<file path="src/rtl/multicycle_controller.sv">
// Control FSM for the multicycle RISC-V core: sequences the shared ALU, unified
// memory port and register file, with a ready handshake for memory wait states.
module multicycle_controller #(
  parameter int STATE_W = 4
) (
  input  logic               clk,
  input  logic               reset,
  input  logic [6:0]         opcode,
  input  logic               zero,
  input  logic               mem_ready,
  output logic               pc_write,
  output logic               adr_src,
  output logic               mem_write,
  output logic               ir_write,
  output logic [1:0]         result_src,
  output logic [1:0]         alu_src_a,
  output logic [1:0]         alu_src_b,
  output logic [1:0]         alu_op,
  output logic [1:0]         imm_src,
  output logic               reg_write,
  output logic               illegal_instr,
  output logic [STATE_W-1:0] state
);

  localparam logic [6:0] OP_LW   = 7'b0000011;
  localparam logic [6:0] OP_SW   = 7'b0100011;
  localparam logic [6:0] OP_R    = 7'b0110011;
  localparam logic [6:0] OP_I    = 7'b0010011;
  localparam logic [6:0] OP_BEQ  = 7'b1100011;
  localparam logic [6:0] OP_JAL  = 7'b1101111;

  typedef enum logic [STATE_W-1:0] {
    S_FETCH     = STATE_W'(0),
    S_DECODE    = STATE_W'(1),
    S_MEM_ADR   = STATE_W'(2),
    S_MEM_READ  = STATE_W'(3),
    S_MEM_WB    = STATE_W'(4),
    S_MEM_WRITE = STATE_W'(5),
    S_EXECUTE_R = STATE_W'(6),
    S_EXECUTE_I = STATE_W'(7),
    S_ALU_WB    = STATE_W'(8),
    S_BEQ       = STATE_W'(9),
    S_JAL       = STATE_W'(10),
    S_ILLEGAL   = STATE_W'(11)
  } state_t;

  state_t state_q, state_d;
  logic   pc_update;
  logic   branch;

  always_ff @(posedge clk) begin
    if (reset) state_q <= S_FETCH;
    else       state_q <= state_d;
  end

  always_comb begin
    state_d       = state_q;
    pc_update     = 1'b0;
    branch        = 1'b0;
    adr_src       = 1'b0;
    mem_write     = 1'b0;
    ir_write      = 1'b0;
    result_src    = 2'b00;
    alu_src_a     = 2'b00;
    alu_src_b     = 2'b00;
    alu_op        = 2'b00;
    reg_write     = 1'b0;
    illegal_instr = 1'b0;

    case (opcode)
      OP_SW:   imm_src = 2'b01;
      OP_BEQ:  imm_src = 2'b10;
      OP_JAL:  imm_src = 2'b11;
      default: imm_src = 2'b00;
    endcase

    case (state_q)
      S_FETCH: begin
        alu_src_b  = 2'b10;
        result_src = 2'b10;
        ir_write   = mem_ready;
        pc_update  = mem_ready;
        if (mem_ready) state_d = S_DECODE;
      end
      S_DECODE: begin
        alu_src_a = 2'b01;
        alu_src_b = 2'b01;
        case (opcode)
          OP_LW, OP_SW: state_d = S_MEM_ADR;
          OP_R:         state_d = S_EXECUTE_R;
          OP_I:         state_d = S_EXECUTE_I;
          OP_BEQ:       state_d = S_BEQ;
          OP_JAL:       state_d = S_JAL;
          default:      state_d = S_ILLEGAL;
        endcase
      end
      S_MEM_ADR: begin
        alu_src_a = 2'b10;
        alu_src_b = 2'b01;
        if (opcode == OP_LW)      state_d = S_MEM_READ;
        else if (opcode == OP_SW) state_d = S_MEM_WRITE;
        else                      state_d = S_FETCH;
      end
      S_MEM_READ: begin
        adr_src = 1'b1;
        if (mem_ready) state_d = S_MEM_WB;
      end
      S_MEM_WB: begin
        result_src = 2'b01;
        reg_write  = 1'b1;
        state_d    = S_FETCH;
      end
      S_MEM_WRITE: begin
        adr_src   = 1'b1;
        mem_write = 1'b1;
        if (mem_ready) state_d = S_FETCH;
      end
      S_EXECUTE_R: begin
        alu_src_a = 2'b10;
        alu_op    = 2'b10;
        state_d   = S_ALU_WB;
      end
      S_EXECUTE_I: begin
        alu_src_a = 2'b10;
        alu_src_b = 2'b01;
        alu_op    = 2'b10;
        state_d   = S_ALU_WB;
      end
      S_ALU_WB: begin
        reg_write = 1'b1;
        state_d   = S_FETCH;
      end
      S_BEQ: begin
        alu_src_a = 2'b10;
        alu_op    = 2'b01;
        branch    = 1'b1;
        state_d   = S_FETCH;
      end
      S_JAL: begin
        alu_src_a = 2'b01;
        alu_src_b = 2'b10;
        pc_update = 1'b1;
        state_d   = S_ALU_WB;
      end
      S_ILLEGAL: begin
        illegal_instr = 1'b1;
        state_d       = S_FETCH;
      end
      default: state_d = S_FETCH;
    endcase

    // Reset silences every strobe and select in the same cycle it is asserted
    if (reset) begin
      pc_update     = 1'b0;
      branch        = 1'b0;
      adr_src       = 1'b0;
      mem_write     = 1'b0;
      ir_write      = 1'b0;
      result_src    = 2'b00;
      alu_src_a     = 2'b00;
      alu_src_b     = 2'b00;
      alu_op        = 2'b00;
      imm_src       = 2'b00;
      reg_write     = 1'b0;
      illegal_instr = 1'b0;
      state_d       = S_FETCH;
    end

    pc_write = pc_update | (branch & zero);
  end

  assign state = reset ? '0 : state_q;

endmodule

</file>
<file path="config.mk">
export PLATFORM = sky130hd
export DESIGN_NAME = multicycle_controller
export DESIGN_NICKNAME = d
export VERILOG_FILES = /design/src/rtl/multicycle_controller.sv
export SDC_FILE = /design/constraint.sdc
export NUM_CORES = 1
export LEC_CHECK = 0
export CAP_MARGIN = 20
export CELL_PAD_IN_SITES_DETAIL_PLACEMENT = 0
export CELL_PAD_IN_SITES_GLOBAL_PLACEMENT = 2
export CORE_MARGIN = 2
export CORE_UTILIZATION = 23
export DETAILED_ROUTE_END_ITERATION = 7
export PLACE_DENSITY_LB_ADDON = 0.1
export SKIP_CTS_REPAIR_TIMING = 1
export SYNTH_ARGS = -nofsm -noshare
export SYNTH_HDL_FRONTEND = slang
export SYNTH_SLANG_ARGS = --single-unit
</file>
<file path="constraint.sdc">
create_clock -name clk -period 3 [get_ports clk]
set_input_delay 0.6 -clock clk [delete_from_list [all_inputs] [get_ports clk]]
set_output_delay 0.6 -clock clk [all_outputs]
set_load 0.005 [all_outputs]
</file>
=== Word level (Yosys, flattened, before mapping) ===
Index checks and enable logic that the tools add are counted.

* Register bits: 4
* Logic and storage cells: 66
* Output and inout port bits: 20
* Bits of input ports: 11

* Equality and inequality tests: 20
* Reductions and logical operators: 11
* Multiplexer cells: 32
* Bitwise operators: 2

{| class="wikitable"
|+ Operators with widths
! kind !! count
|-
| $pmux W4 S6 || 1
|-
| $pmux W4 S5 || 1
|-
| $eq A4 B3 Y1 const B || 4
|-
| $eq A4 B4 Y1 const B || 4
|-
| $mux W4 || 4
|-
| $pmux W2 S2 || 4
|-
| $eq A7 B6 Y1 const B || 2
|-
| $eq A7 B7 Y1 const B || 2
|-
| $mux W1 || 13
|-
| $reduce_or A2 Y1 || 6
|-
| $mux W2 || 5
|-
| $eq A4 B2 Y1 const B || 2
|-
| $eq A7 B2 Y1 const B || 1
|-
| $eq A7 B5 Y1 const B || 1
|-
| $mux W3 || 2
|-
| $ne A2 B2 Y1 const B || 3
|-
| $pmux W2 S3 || 1
|-
| $reduce_or A3 Y1 || 2
|-
| $eq A4 B1 Y1 const B || 1
|-
| $logic_not A4 Y1 || 1
|-
| $reduce_or A4 Y1 || 1
|-
| $reduce_and A3 Y1 || 1
|-
| $pmux W1 S2 || 1
|-
| $and A1 B1 Y1 || 1
|-
| $or A1 B1 Y1 || 1
|}

=== Depth between registers and ports, before layout ===
Gate-level depths: netlist (run 1).

* Word-level depth: 5
* Gate-level depth with buffers: 6
* Depth with buffers taken out: 4

=== Worst setup path after synthesis (run 1) ===
OpenSTA, ideal clock, no wires.

* Path kind: in2out
* Start: input reset
* End: output pc_write
* Setup slack: 883 ps
* Data arrival time: 1,517 ps
* Data required time: 2,400 ps
* Cell stages on the path: 5
* Cells stage by stage: buf_2 -> or3_1 -> nor3_2 -> and2_1 -> o21bai_1

* Word-level cells in the longest chain between the ends: 3
* Elaborated cells on any way between the ends: 4

{| class="wikitable"
|+ Ends and longest elaborated chain
! item !! RTL line !! source
|-
| start, declared || 7 || <nowiki>input logic reset,</nowiki>
|-
| $mux W1 || 153 || <nowiki>if (reset) begin</nowiki>
|-
| $and A1 B1 Y1 || 169 || <nowiki>pc_write = pc_update | (branch & zero);</nowiki>
|-
| $or A1 B1 Y1 (*) || 169 ||
|-
| end, declared || 11 || <nowiki>output logic pc_write,</nowiki>
|}

Every way passes the cells marked *; elsewhere a longest branch is shown, timed or not.

=== Final worst setup path (run 1) ===
Same ends and word-level chain as after synthesis.

==> metrics.txt, run 1 <==
largest net degree at the start of global routing 19; Tcrit/Tclk final 96.0%; First-pass DRT Iterations 4; share of power burned in registers 24.5%; design internal power 0.000212 W; Async S/R FF share, synth 0%; Crit Reg-Reg Endpoint state_q[0]; cell types occupying the most area after synthesis dfxtp_1 11%, nor2_1 7.5%, nor2b_1 5.3%; Die Span Y 59.2 microns; clock network fraction of total power between 10% and 20%; die area 3510 sq um; net count after synthesis 112; Switching Power 0.000128 W; number of synthesized register bits 4; fraction of post-synthesis cell area in the top cell type by area 11.4%; H-tree levels 1; relative max-transition margin 61.7%; Final Hold Vio Count 0; share of total power in combinational logic about 57%; share of the yosys chip area belonging to registers 11.4%; most numerous cell in the Yosys netlist nor2_1; startpoint of the most critical register-to-register path state_q[3]; global-route usage over all layers 12.9%; setup clock skew after layout approximately 0.07 ps; crit path time final 2880 ps; dpl ws 94.1 ps; registers with the highest flip-flop counts state_q x4; # nets final 143; maximum achievable frequency 0.347 GHz; register ranked first by flip-flop count state_q; vias per cell between 5 and 6; final setup TNS 0 ps; path category of the worst min-delay check reg2reg; number of buffer cells added on primary ports 30; Post-Synthesis Cell Area roughly 700 sq um; RePlAce Congestion 0.710; master of the slowest instance on the critical path clkdlybuf4s50_1; primary flip-flop cell chosen by synthesis mapping dfxtp_1; share of cells above drive strength 1 between 10% and 20%; least setup slack across all paths after layout 119 ps; Data required, critical path 2400 ps; CTS clk-pin slew, worst paths 40 ps; result of the run completed; final count of pins violating max slew 0; maximum VDD drop 0.104 mV; post-layout instance area 1050 sq um; category of cells accounting for the largest share of critical-path delay buffers and inverters; CTS tree yes; initial core utilization 23.6%; Final ANT Viol Nets 0; Remaining Overflow, GRT 0; library cell appearing most often on the critical path clkdlybuf4s50_1; number of primary I/O pins 31; final setup violating endpoints 0; worst min-delay path endpoint state_q[1]; crit path cell chain clkdlybuf4s50_1 -> or3_1 -> nor3_2 -> and2_1 -> o21bai_1 -> clkdlybuf4s50_1; number of flip-flops under the largest register name 4; antenna violations before repair 0; worst path buffer plus inverter count 2; count of clock tree sinks 4; Detailed Route WL 2.19 mm; vias in the first global route 796; Std-Cell Core Area 2980 sq um; setup repair after global routing missed its margin false; Synth Instances 101; Area Growth Syn to Fin 49.6%; count of inserted antenna diode cells 0; clock tree root driver cell clkbuf_4; type of the setup path with the least slack in2out; number of core rows 20; post-detailed-route wirelength per cell roughly 13 microns; switch share 37.7%; max-cap violation count 0; leading cell types by count after synthesis 14 x nor2_1, 6 x nor2b_1, 5 x nor3_1; global-route wire length before repair 3.63 mm; hold path cells 2; placed wire-length estimate 1.74 mm; power after layout 0.000341 W; width of the die 59.2 microns; Least-Margin Pin Slew 574 ps; reg-to-reg slack, setup between 1000 and 1500 ps; delay of the slowest critical-path stage 510 ps; maximum net fanout on the critical path 2; start point of the worst min-delay path state_q[1]; CP Data Arrival Time 2280 ps; routed via count ~840; DRC violation count after routing 0; Power Density 324 nW/um^2; number of CTS-inserted buffers 3; path depth of the worst reg2reg path 4; number of enable-type register cells in the synthesized netlist 0; cell type contributing the most total cell area after synthesis dfxtp_1; synth warn 0; reported leakage power 0.374 nW; maximum buffer depth of the clock tree 2; Starting DRT DRC Count 24; capturing element type of the critical path primary output; worst skew pair latency 230 ps; kind of launch point of the worst setup path primary input; cell area after placement 1030 sq um; synthesized area divided by synthesized cell count ~6.9 sq um; count of distinct cell types in the synthesized netlist 45
## tightest hold or removal path: stages (launching register included)
cell,delay (ps)
dfxtp_1,400
nand2b_1,130
o22ai_1,80
## worst max-delay path by stage
stage | from | end | cells past startpoint
after floorplan | reset | pc_write | 5
after global placement | reset | pc_write | 6
after detailed placement | reset | pc_write | 6
after CTS | reset | pc_write | 6
after global routing | reset | pc_write | 6
final | reset | pc_write | 6
## power groups by stage
stage                     logic [W]  registers (W)  clock network (W)
after global placement     0.000195      0.0000851                  0
after detailed placement   0.000196      0.0000848                  0
after floorplan            0.000134      0.0000632                  0
after CTS                  0.000196      0.0000840          0.0000666
after global routing       0.000214      0.0000874          0.0000708
final                      0.000193      0.0000835          0.0000641
## final cells by class
class / instances / area, sq um
clock buffer: 3 / 22.5
fill: 333 / 1930
inverter: 2 / 7.51
multi-input combinational: 85 / 553
sequential: 4 / 80.1
tap: 33 / 41.3
timing repair buffer: 36 / 345
## layer usage
metal | vias up | part of all wire [%] | wire, microns | track usage, %
met5 | - | 0 | 0 | 0
met4 | 0 | 0 | 0 | 0
met3 | 0 | 3.2 | 69 | 2.40
met2 | 20 | 49 | 1070 | 24.3
met1 | 395 | 48 | 1040 | 16.1
li1 | 427 | - | - | -
## through the flow
step | util, % | std cells | hold slack [ps]
after floorplan | - | 101 | 608
after global placement | 34.5 | 160 | 676
after detailed placement | 34.5 | 160 | 665
after CTS | 35.3 | 163 | 670
after global routing | 35.3 | 163 | 722
final | 35.3 | 163 | 667
## kinds of logic after synthesis
group	synth area share (%)
AO/OA/AOI/OAI	18.9
XOR/XNOR	4.99
buffers and inverters	9.80
flip-flops	11.4
multiplexers	1.43
AND/OR/NAND/NOR	53.5
## layout by cell type, fill, tap and decap left out, types with 2 or more instances in the layout
cell	n
clkdlybuf4s50_1	30
nor2_1	14
nor2b_1	6
buf_4	6
nor3_1	5
nand2b_1	4
nor4_1	4
and2_1	4
a21oi_1	4
dfxtp_1	4
o21ai_0	3
xnor2_1	3
and3_2	3
nand2_1	3
clkbuf_4	3
nand3b_1	2
and3_1	2
inv_1	2
or3_1	2
or4_1	2
nand3_1	2
Note: power is estimated with default switching activity, not from simulation.
==> run 2, diff against run 1 <==
CORE_ASPECT_RATIO = 1.5   (was unset)
==> run 2 against run 1 <==
Effect of this change:
- sequential share of layout area down 0.13 points
- largest power group unchanged
- hold slack better by 77 ps
- critical path depth did not move
- cell count increased by 3.1%
- clock skew up 1.9 ps
- critical endpoint unchanged
- cell area grew 1.8%
- die area up 0.25%
- combinational power is 3% lower
- sequential cell count unchanged
- clock-buffer cell count did not move
- first-iteration DRC count shrank 8.3%
- power increased by 13%
==> metrics.txt, run 2 (synthesis gave the netlist of run 1 again) <==
reg-to-reg slack, setup 1270 ps; register ranked first by flip-flop count state_q; switch share 34.7%; global-route usage over all layers about an eighth; RePlAce Congestion 0.830; category of cells accounting for the largest share of critical-path delay buffers and inverters; clock network fraction of total power 29.0%; final setup violating endpoints 0; number of primary I/O pins 31; result of the run completed; Detailed Route WL between 2 and 2.5 mm; share of total power in combinational logic around half; largest net degree at the start of global routing 19; share of power burned in registers 22.3%; vias per cell 4.96; global-route wire length before repair 3.52 mm; Tcrit/Tclk final 95.7%; Final Hold Vio Count 0; antenna violations before repair 0; Hold Worst Slack 745 ps; Die Span Y 71.7 microns; kind of launch point of the worst setup path primary input; Std-Cell Core Area 2910 sq um; final count of pins violating max slew 0; clock tree root driver cell clkbuf_8; path category of the worst min-delay check reg2reg; width of the die 49.1 microns; H-tree levels 1; type of the setup path with the least slack in2out; vias in the first global route 754; post-detailed-route wirelength per cell about 13 microns; Final ANT Viol Nets 0; relative max-transition margin 59.5%; setup repair after global routing missed its margin false; maximum achievable frequency 0.348 GHz; number of CTS-inserted buffers 3; share of cells above drive strength 1 between 10 and 15%; CP Data Arrival Time roughly 2300 ps; design internal power approximately 0.00025 W; First-pass DRT Iterations 4; die area 3520 sq um; CTS clk-pin slew, worst paths 30 ps; maximum net fanout on the critical path 2; reported leakage power between 0.3 and 0.4 nW; routed via count 833; registers with the highest flip-flop counts state_q x4; Area Growth Syn to Fin 52.2%; Least-Margin Pin Slew 607 ps; crit path cell chain clkdlybuf4s50_1 -> or3_1 -> nor3_2 -> and2_1 -> o21bai_1 -> clkdlybuf4s50_1; number of core rows 24; final setup TNS 0 ps; library cell appearing most often on the critical path clkdlybuf4s50_1; count of clock tree sinks 4; initial core utilization 24.1%; CTS tree yes; worst skew pair latency around 220 ps; # nets final 142; delay of the slowest critical-path stage 510 ps; maximum buffer depth of the clock tree 2; most frequent standard cell in the layout excluding fill and tap cells clkdlybuf4s50_1; setup clock skew after layout about 2.0 ps; count of inserted antenna diode cells 0; maximum VDD drop 0.106 mV; number of buffer cells added on primary ports 30; master of the slowest instance on the critical path clkdlybuf4s50_1; capturing element type of the critical path primary output; worst path buffer plus inverter count 2; commonest non-fill, non-tap cells in the layout 30 x clkdlybuf4s50_1, 14 x nor2_1, 6 x nor2b_1, 5 x nor3_1, 5 x buf_4; max-cap violation count 0; Starting DRT DRC Count 22; Power Density 360 nW/um^2; DRC violation count after routing 0; Data required, critical path 2400 ps; Switching Power 0.000134 W; placed wire-length estimate between 1.5 and 2 mm; crit path time final 2870 ps; number of flip-flops under the largest register name 4; Remaining Overflow, GRT 0
-- run 2: cell count changes in the layout (fill, tap and decap cells not counted) --
cell / before / now
clkbuf_4: 3 / 0
clkbuf_8: 0 / 3
buf_4: 6 / 5
-- run 2: power groups by stage --
| stage | clock (W) | sequential (W) | combinational (W) |
|---|---|---|---|
| after floorplan | 0 | 0.0000632 | 0.000134 |
| after global placement | 0 | 0.0000877 | 0.000190 |
| after detailed placement | 0 | 0.0000866 | 0.000189 |
| after CTS | 0.000114 | 0.0000861 | 0.000190 |
| after global routing | 0.000121 | 0.0000879 | 0.000207 |
| final | 0.000112 | 0.0000858 | 0.000187 |
-- run 2: worst min-delay path: cells and delay by family, from the launching register on --
kind            cells  cell delay [ps]
compound gates      1              130
flops               1              400
simple gates        1              160
-- run 2: path summary, 6_finish.rpt --
kind | start | end | depth (start not counted)
min | state_q[2] | state_q[2] | 2
min reg2reg | state_q[2] | state_q[2] | 2
max reg2reg | state_q[1] | state_q[1] | 4
max | reset | pc_write | 6
-- run 2: cell type report --
class                           instances  area (sq um)
Multi-Input combinational cell         85           553
Tap cell                               39          48.8
Fill cell                             332          1840
Timing Repair Buffer                   35           338
Sequential cell                         4          80.1
Clock buffer                            3          41.3
Inverter                                2          7.51
-- run 2: metrics by stage --
step / instance area, sq um / utilization, % / setup slack [ps] / power (W) / std cells
after global routing: 1070 / 36.7 / 15.7 / 0.000416 / 168
after detailed placement: 1030 / 35.3 / 117 / 0.000276 / 165
final: 1070 / 36.7 / 128 / 0.000385 / 168
after CTS: 1070 / 36.7 / 111 / 0.000390 / 168
after global placement: 1030 / 35.3 / 152 / 0.000277 / 165
after floorplan: 702 / - / 883 / 0.000197 / 101
-- run 2: per-layer routing --
metal | routed length (microns) | share of wire [%] | global-route usage (%)
met4 | 74 | 3.3 | 8.89
met5 | 0 | 0 | 0
met3 | 75 | 3.4 | 1.25
met1 | 887 | 40 | 13.7
met2 | 1190 | 53 | 22.7
==> run 3, diff against run 2 <==
REMOVE_ABC_BUFFERS = 1   (was unset)
==> run 3 against run 2 <==
Effect of this change:
- clock-buffer cell count unchanged
- hold slack got worse by 5.3 ps
- first-iteration DRC count decreased by 59%
- via count increased by 2.6%
- critical endpoint is now ir_write
- largest cell class unchanged
- largest power group unchanged
==> metrics.txt, run 3 (synthesis gave the netlist of run 1 again) <==
result of the run completed; global-route usage over all layers 13.8%; kind of launch point of the worst setup path primary input; relative max-transition margin 67.4%; die area roughly 3500 sq um; crit path cell chain clkdlybuf4s50_1 -> or3_4 -> nor3_4 -> and2_4 -> clkdlybuf4s50_1; RePlAce Congestion 0.776; number of CTS-inserted buffers 3; number of flip-flops under the largest register name 4; worst skew pair latency between 200 and 250 ps; H-tree levels 1; Crit Reg-Reg Endpoint state_q[0]; Hold Worst Slack 739 ps; Std-Cell Core Area 2910 sq um; share of total power in combinational logic a little over half; path depth of the worst reg2reg path 4; max-cap violation count 0; worst path buffer plus inverter count 2; antenna violations before repair 0; switch share 35.3%; number of core rows 24; Detailed Route WL approximately 2.4 mm; count of clock tree sinks 4; start point of the critical path reset; Tcrit/Tclk final 94.8%; final core area utilization between 30% and 40%; reported leakage power about 0.40 nW; Area Growth Syn to Fin 55.6%; clock network fraction of total power 27.8%; maximum net fanout on the critical path 2; number of primary I/O pins 31; library cell appearing most often on the critical path clkdlybuf4s50_1; maximum buffer depth of the clock tree 2; DRC violation count after routing 0; register ranked first by flip-flop count state_q; master of the slowest instance on the critical path clkdlybuf4s50_1; # nets final ~140; startpoint of the most critical register-to-register path state_q[3]; initial core utilization 24.1%; category of cells accounting for the largest share of critical-path delay buffers and inverters; commonest non-fill, non-tap cells in the layout 29 x clkdlybuf4s50_1, 14 x nor2_1, 6 x nor2b_1, 6 x buf_4, 5 x nor3_1; delay of the slowest critical-path stage about 490 ps; width of the die 49.1 microns; Final ANT Viol Nets 0; capturing element type of the critical path primary output; Die Span Y 71.7 microns; most frequent standard cell in the layout excluding fill and tap cells clkdlybuf4s50_1; crit path time final 2840 ps; final setup TNS 0 ps; Power Density 367 nW/um^2; count of inserted antenna diode cells 0; share of cells above drive strength 1 14.6%; Least-Margin Pin Slew 488 ps; CTS tree yes; maximum achievable frequency 0.352 GHz; type of the setup path with the least slack in2out; Switching Power 0.000142 W; Data required, critical path 2400 ps; path length in cells of the critical path 5; number of buffer cells added on primary ports 30; clock tree root driver cell clkbuf_8; design internal power 0.000259 W; registers with the highest flip-flop counts state_q x4; final count of pins violating max slew 0; global-route wire length before repair 3.90 mm; Remaining Overflow, GRT 0; vias in the first global route 853; largest net degree at the start of global routing 19; Final Hold Vio Count 0; final setup violating endpoints 0; CTS clk-pin slew, worst paths 30 ps; vias per cell around 5.1; placed wire-length estimate ~1.8 mm; setup repair after global routing missed its margin false; share of power burned in registers between 20% and 30%; power after layout 0.000401 W; setup clock skew after layout 1.08 ps; path category of the worst min-delay check reg2reg; routed via count between 800 and 900; post-detailed-route wirelength per cell 14.4 microns; Starting DRT DRC Count 9; First-pass DRT Iterations 2; reg-to-reg slack, setup roughly 1200 ps; CP Data Arrival Time between 2000 and 2500 ps; end point of the critical path ir_write; maximum VDD drop between 0.15 and 0.2 mV
run 3: cell types whose count changed in the layout (fill, tap and decap cells not counted):
cell | previous run | this run
and2_1 | 4 | 3
and2_4 | 0 | 1
buf_4 | 5 | 6
clkdlybuf4s50_1 | 30 | 29
dlymetal6s2s_1 | 0 | 1
nor3_2 | 1 | 0
nor3_4 | 0 | 1
or3_1 | 2 | 1
or3_4 | 0 | 1
run 3: worst reg2reg max path, stage by stage (launching register included):
cell and delay, ps:
dfxtp_1 610, nand2b_1 310, or3_1 200, nor2_1 50, or4_1 480
run 3: layer usage:
| layer | share of wire [%] | track usage (%) | routed length (microns) | vias to the layer above |
|---|---|---|---|---|
| met5 | 0 | 0 | 0 | - |
| met1 | 43 | 15.7 | 1050 | 396 |
| met2 | 51 | 24.9 | 1240 | 30 |
| met4 | 1.9 | 5.40 | 47 | 0 |
| met3 | 4.0 | 2.92 | 97 | 4 |
| li1 | - | - | - | 425 |
run 3: cell type report:
cell class / count / area (sq um)
Clock buffer: 3 / 41.3
Fill cell: 321 / 1820
Inverter: 2 / 7.51
Multi-Input combinational cell: 85 / 567
Sequential cell: 4 / 80.1
Tap cell: 39 / 48.8
Timing Repair Buffer: 36 / 348
run 3: stage by stage:
step	area, sq um	setup WS (ps)	std cells
floorplan	641	1030	91
global placement	1030	77.6	165
detailed placement	1030	35.6	165
CTS	1070	36.3	168
global route	1090	87.1	169
finish	1090	156	169
run 3: worst min-delay path by stage:
stage | from | endpoint | slack (ps) | cells after the start
after floorplan | state_q[1] | state_q[3] | 650 | 2
after global placement | state_q[2] | state_q[2] | 720 | 2
after detailed placement | state_q[2] | state_q[2] | 730 | 2
after CTS | state_q[2] | state_q[2] | 740 | 2
after global routing | state_q[2] | state_q[2] | 790 | 2
final | state_q[2] | state_q[2] | 740 | 2
run 3: power groups by stage:
stage / sequential [W] / combinational, W / clock (W)
after global placement: 0.0000806 / 0.000204 / 0
after global routing: 0.0000823 / 0.000230 / 0.000116
final: 0.0000805 / 0.000209 / 0.000112
after CTS: 0.0000806 / 0.000202 / 0.000114
after floorplan: 0.0000846 / 0.0000919 / 0
after detailed placement: 0.0000805 / 0.000200 / 0
